`config.mk`:
```
export PLATFORM = sky130hd
export DESIGN_NAME = vga_timing_gen
export DESIGN_NICKNAME = d
export VERILOG_FILES = /design/src/rtl/vga_timing_gen.sv
export SDC_FILE = /design/constraint.sdc
export NUM_CORES = 1
export LEC_CHECK = 0
export CORE_ASPECT_RATIO = 1.1
export CORE_MARGIN = 5
export CORE_UTILIZATION = 25
export CTS_CLUSTER_SIZE = 25
export DETAILED_ROUTE_END_ITERATION = 12
export GPL_TIMING_DRIVEN = 0
export PLACE_DENSITY = 0.52
export SLEW_MARGIN = 10
export SYNTH_ARGS = -nofsm -noshare
export SYNTH_HDL_FRONTEND = slang
export SYNTH_SLANG_ARGS = --single-unit
```
`constraint.sdc`:
```
create_clock -name clk -period 1.7 [get_ports clk]
set_input_delay 0.17 -clock clk [delete_from_list [all_inputs] [get_ports clk]]
set_output_delay 0.17 -clock clk [all_outputs]
set_load 0.05 [all_outputs]
```
`src/rtl/vga_timing_gen.sv`:
```
// vga_timing_gen
//   Parametrised VGA raster generator: pixel-enable divider, h/v counters,
//   sync/blank decode and RGB gating, with all pin-facing outputs sharing
//   one registered stage.
//
// Ports
//   clk, reset            system clock, synchronous active-high reset
//   en                    run enable; low freezes counters/divider, blanks outputs
//   x_req, y_req          live column/row counters (pixel source address)
//   r_in, g_in, b_in      pixel for (x_req, y_req), sampled in the same cycle
//   hsync, vsync, de      registered sync / display enable
//   r_out, g_out, b_out   registered colour, zero outside the visible region
//   line_start            1-clk pulse with the outputs at the first pixel of a line
//   frame_start           1-clk pulse with the outputs at pixel (0,0)
module vga_timing_gen #(
    parameter int H_ACTIVE  = 640,
    parameter int H_FP      = 16,
    parameter int H_SYNC    = 96,
    parameter int H_BP      = 48,
    parameter int V_ACTIVE  = 480,
    parameter int V_FP      = 10,
    parameter int V_SYNC    = 2,
    parameter int V_BP      = 33,
    parameter int HSYNC_POL = 0,
    parameter int VSYNC_POL = 0,
    parameter int CLK_DIV   = 1,
    parameter int CW        = 4,
    localparam int H_TOTAL  = H_ACTIVE + H_FP + H_SYNC + H_BP,
    localparam int V_TOTAL  = V_ACTIVE + V_FP + V_SYNC + V_BP,
    localparam int HW       = $clog2(H_TOTAL),
    localparam int VW       = $clog2(V_TOTAL)
) (
    input  logic          clk,
    input  logic          reset,
    input  logic          en,
    output logic [HW-1:0] x_req,
    output logic [VW-1:0] y_req,
    input  logic [CW-1:0] r_in,
    input  logic [CW-1:0] g_in,
    input  logic [CW-1:0] b_in,
    output logic          hsync,
    output logic          vsync,
    output logic          de,
    output logic [CW-1:0] r_out,
    output logic [CW-1:0] g_out,
    output logic [CW-1:0] b_out,
    output logic          line_start,
    output logic          frame_start
);

    localparam int DW = (CLK_DIV > 1) ? $clog2(CLK_DIV) : 1;

    // Region boundaries kept 32 bits wide so a zero back porch cannot overflow
    // the counter width in the comparisons.
    localparam logic [31:0] H_ACT_END  = 32'(H_ACTIVE);
    localparam logic [31:0] H_SYNC_BEG = 32'(H_ACTIVE + H_FP);
    localparam logic [31:0] H_SYNC_END = 32'(H_ACTIVE + H_FP + H_SYNC);
    localparam logic [31:0] V_ACT_END  = 32'(V_ACTIVE);
    localparam logic [31:0] V_SYNC_BEG = 32'(V_ACTIVE + V_FP);
    localparam logic [31:0] V_SYNC_END = 32'(V_ACTIVE + V_FP + V_SYNC);

    localparam logic HS_ON = 1'(HSYNC_POL);
    localparam logic VS_ON = 1'(VSYNC_POL);

    logic [DW-1:0] div_q, div_d;
    logic [HW-1:0] x_q, x_d;
    logic [VW-1:0] y_q, y_d;
    logic          ce;

    logic          hsync_q, hsync_d;
    logic          vsync_q, vsync_d;
    logic          de_q, de_d;
    logic [CW-1:0] r_q, r_d, g_q, g_d, b_q, b_d;
    logic          ls_q, ls_d;
    logic          fs_q, fs_d;

    logic [31:0]   x_ext, y_ext;
    logic          h_act, v_act, h_sync, v_sync;

    // Divider and counters. ce fires on divider phase 0 so the very first
    // clk after reset (with en high) already advances from (0,0).
    always_comb begin
        div_d = div_q;
        x_d   = x_q;
        y_d   = y_q;
        ce    = en && (div_q == '0);
        if (en) begin
            div_d = (div_q == DW'(CLK_DIV - 1)) ? '0 : div_q + 1'b1;
        end
        if (ce) begin
            if (x_q == HW'(H_TOTAL - 1)) begin
                x_d = '0;
                y_d = (y_q == VW'(V_TOTAL - 1)) ? '0 : y_q + 1'b1;
            end else begin
                x_d = x_q + 1'b1;
            end
        end
    end

    // Region decode of the live counters.
    always_comb begin
        x_ext  = 32'(x_q);
        y_ext  = 32'(y_q);
        h_act  = x_ext < H_ACT_END;
        v_act  = y_ext < V_ACT_END;
        h_sync = (x_ext >= H_SYNC_BEG) && (x_ext < H_SYNC_END);
        v_sync = (y_ext >= V_SYNC_BEG) && (y_ext < V_SYNC_END);
    end

    // Output stage: loads every clk; en low forces the idle/blank pattern.
    always_comb begin
        hsync_d = ~HS_ON;
        vsync_d = ~VS_ON;
        de_d    = 1'b0;
        r_d     = '0;
        g_d     = '0;
        b_d     = '0;
        ls_d    = 1'b0;
        fs_d    = 1'b0;
        if (en) begin
            de_d    = h_act && v_act;
            hsync_d = h_sync ? HS_ON : ~HS_ON;
            vsync_d = v_sync ? VS_ON : ~VS_ON;
            if (de_d) begin
                r_d = r_in;
                g_d = g_in;
                b_d = b_in;
            end
            ls_d = ce && (x_q == '0);
            fs_d = ce && (x_q == '0) && (y_q == '0);
        end
    end

    always_ff @(posedge clk) begin
        if (reset) begin
            div_q   <= '0;
            x_q     <= '0;
            y_q     <= '0;
            hsync_q <= ~HS_ON;
            vsync_q <= ~VS_ON;
            de_q    <= 1'b0;
            r_q     <= '0;
            g_q     <= '0;
            b_q     <= '0;
            ls_q    <= 1'b0;
            fs_q    <= 1'b0;
        end else begin
            div_q   <= div_d;
            x_q     <= x_d;
            y_q     <= y_d;
            hsync_q <= hsync_d;
            vsync_q <= vsync_d;
            de_q    <= de_d;
            r_q     <= r_d;
            g_q     <= g_d;
            b_q     <= b_d;
            ls_q    <= ls_d;
            fs_q    <= fs_d;
        end
    end

    assign x_req       = x_q;
    assign y_req       = y_q;
    assign hsync       = hsync_q;
    assign vsync       = vsync_q;
    assign de          = de_q;
    assign r_out       = r_q;
    assign g_out       = g_q;
    assign b_out       = b_q;
    assign line_start  = ls_q;
    assign frame_start = fs_q;

endmodule

```
==> impl_metrics.env <==
export IMPL_period_minus_slack_ns=1.762
export IMPL_synth_top_area_cell="dfxtp_1"
export IMPL_synth_seq_area_share=0.4759
export IMPL_fillCellCount=627
export IMPL_ir_drop_mv=0.4135
export IMPL_vias_per_cell=4.354
export IMPL_finalPower_mw=1.897
export IMPL_synth_warnings=0
export IMPL_antennaDiodeCount=0
export IMPL_clkSinkCount=37
export IMPL_p_leak_nw=1.001
export IMPL_crit_arrival_ns=1.99
export IMPL_drive_gt1_frac=0.2094
export IMPL_cts_htree_levels=2
export IMPL_synth_cells=168
export IMPL_finalCritPeriodShare=1.036
export IMPL_grt_start_max_net_pins=14
export IMPL_use_met3=0.04181
export IMPL_power_density_nw_per_um2=776.0
export IMPL_grt_overflow_total=0
export IMPL_syn_to_final_growth_pct=57.07
export IMPL_place_inst=298
export IMPL_wire_per_inst_um=12.10
export IMPL_grt_pass1_wl_um=6306
export IMPL_violations="negative setup slack"
export IMPL_worstMarginPinSlew_ns=0.5150
export IMPL_num_nets_final=252
export IMPL_start_util=0.2544
export IMPL_skew_ns=0.005376
export IMPL_yosys_top_cells_area="dfxtp_1, xnor2_1, nor2_1"
export IMPL_final_util=0.3996
export IMPL_gp_congestion=0.8198
export IMPL_critPathCaptureType="register"
export IMPL_grt_pass1_vias=1349
export IMPL_synth_edf_count=0
export IMPL_start_kind="register"
export IMPL_final_cells=314
export IMPL_port_buffers=50
export IMPL_fp_dieH_um=92.76
export IMPL_final_max_slew_violation_count=0
export IMPL_final_cell_mix="clkdlybuf4s50_1, nor2_1, dfxtp_1, and2_1"
export IMPL_hold_viol=0
export IMPL_cts_buffers=5
export IMPL_hp_start="en"
export IMPL_cts_tree="done"
export IMPL_track_usage=0.09945
export IMPL_final_common_cell="clkdlybuf4s50_1"
export IMPL_hold_buffers=0
export IMPL_drt_total_wl_um=3798
export IMPL_crit_path_start="x_req[5]"
export IMPL_clk_pin_slew_worst_paths_ns=0.08
export IMPL_postSynth_asyncResetShare=0
export IMPL_synth_area_um2=1556
export IMPL_hp_class="input port to register"
export IMPL_initialDrtViolationCount=40
export IMPL_worst_setup_path_type="register to register"
export IMPL_coreArea_um2=6118
export IMPL_r2r_start="x_req[5]"
export IMPL_rows=30
export IMPL_avgSynthCellArea_um2=9.265
export IMPL_yosysTopAreaCellShare=0.4759
export IMPL_grt_util_met1=0.1108
export IMPL_busiest_layer="met2"
export IMPL_ant_nets=0
export IMPL_rsz0062_at_grt="yes"
export IMPL_slowest_delay_ns=0.52
export IMPL_slew_headroom=0.6556
export IMPL_cts_root_buf="clkbuf_8"
export IMPL_gr_usage_met2=0.1703
export IMPL_cp_max_fo=5
export IMPL_io_pin_count=52
export IMPL_vias=1367
export IMPL_max_clock_freq_mhz=567.6
export IMPL_rrSetupSlack_ns=-0.06
export IMPL_synth_ff_type="dfxtp_1"
export IMPL_worstPathRequired_ns=1.93
export IMPL_hold_slack_ns=0.2715
export IMPL_die_width_um=85.23
export IMPL_crit_chain="or3b_1, or4_4, or3_1, a21oi_2"
export IMPL_drc=0
export IMPL_clkLatencyLatePin_ns=0.29
export IMPL_fin_ws_ns=-0.06176
export IMPL_fp_dieArea_um2=7906
export IMPL_status="finished, violations left"
export IMPL_cts_buffer_depth=2
export IMPL_max_cap_viol_count=0
export IMPL_dp_hpwl_um=2868
export IMPL_antenna_found_initial=0
export IMPL_setup_viol=2
export IMPL_yosys_cell_types_count=33
export IMPL_crit_slowest_cell="or4_4"
export IMPL_first_pass_iters=4
export IMPL_synthesis_nets=187
export IMPL_ys_seq_elements=37
==> flip-flops by register name, summed over array words and instances (netlist names), 4 cells and up <==
register  cells
b_out         4
g_out         4
r_out         4
x_req        10
y_req        10
==> final timing paths <==
path | endpoint | cells after the start
worst min register to register | hsync | 1
worst min-delay path | x_req[0] | 3
worst max register to register | y_req[7] | 4
worst max-delay path | y_req[7] | 4
==> Yosys cell counts, drive strengths merged, types with 2 or more instances <==
library cell   n
a21oi          3
and2          13
and3           2
and4           2
buf            2
clkbuf         6
dfxtp         37
ha             4
inv            6
mux2i          2
nand2          8
nand2b         2
nand3          9
nand4          6
nor2          22
nor3           7
nor4           8
o21ai          3
or3            3
xnor2         10
xor2           4
==> metal layers <==
metal  up-vias  part of all wire  wire [um]
li1        702                 -          -
met1       631              0.42       1613
met2        29              0.49       1869
met3         5             0.069        262
met4         0             0.014         53
met5         -                 0          0
==> logic make-up after synthesis <==
group           share of synthesized area
fa+ha+maj                         0.03216
mux                               0.01286
simple gates                       0.3320
buf+inv                           0.03697
flops                              0.4759
xor+xnor                          0.07877
compound gates                    0.03135
==> per-stage QoR <==
step	setup TNS (ns)	setup slack, ns	cell area, um2
after floorplan	-1.425	-0.1183	1624
after global routing	-0.3125	-0.1418	2445
after CTS	-0.2525	-0.1025	2399
after detailed placement	-7.460	-0.4965	2225
final	-0.1218	-0.06176	2445
after global placement	-7.992	-0.5234	2225
==> power breakdown <==
| group | switching [mW] | internal [mW] |
|---|---|---|
| combinational | 0.118 | 0.0857 |
| clock | 0.328 | 0.472 |
| sequential | 0.0132 | 0.880 |
==> cell type report <==
cell class / count / area, um2 / area share
multi-input combinational: 117 / 804.5 / 0.3291
tap: 80 / 100.1 / 0.04094
buffer: 7 / 46.29 / 0.01894
clock buffer: 7 / 118.9 / 0.04862
clock inverter: 1 / 8.758 / 0.003582
inverter: 6 / 22.52 / 0.009212
timing repair buffer: 59 / 566.8 / 0.2318
sequential: 37 / 777.0 / 0.3178
==> repair_timing <==
action / 4_1_cts / 5_1_grt
pin swaps: 4 / 4
setup endpoints to repair: 35 / 29
gates resized for setup: 14 / 7
buffers inserted: 6 / 3
hold endpoints to repair: 0 / 0
==> worst max-delay path: cells and delay by family (launching register included) <==
family          cells  cell delay [ns]
flops               1             0.36
simple gates        3             1.22
compound gates      1             0.11
Power figures use the tool's default switching activity.
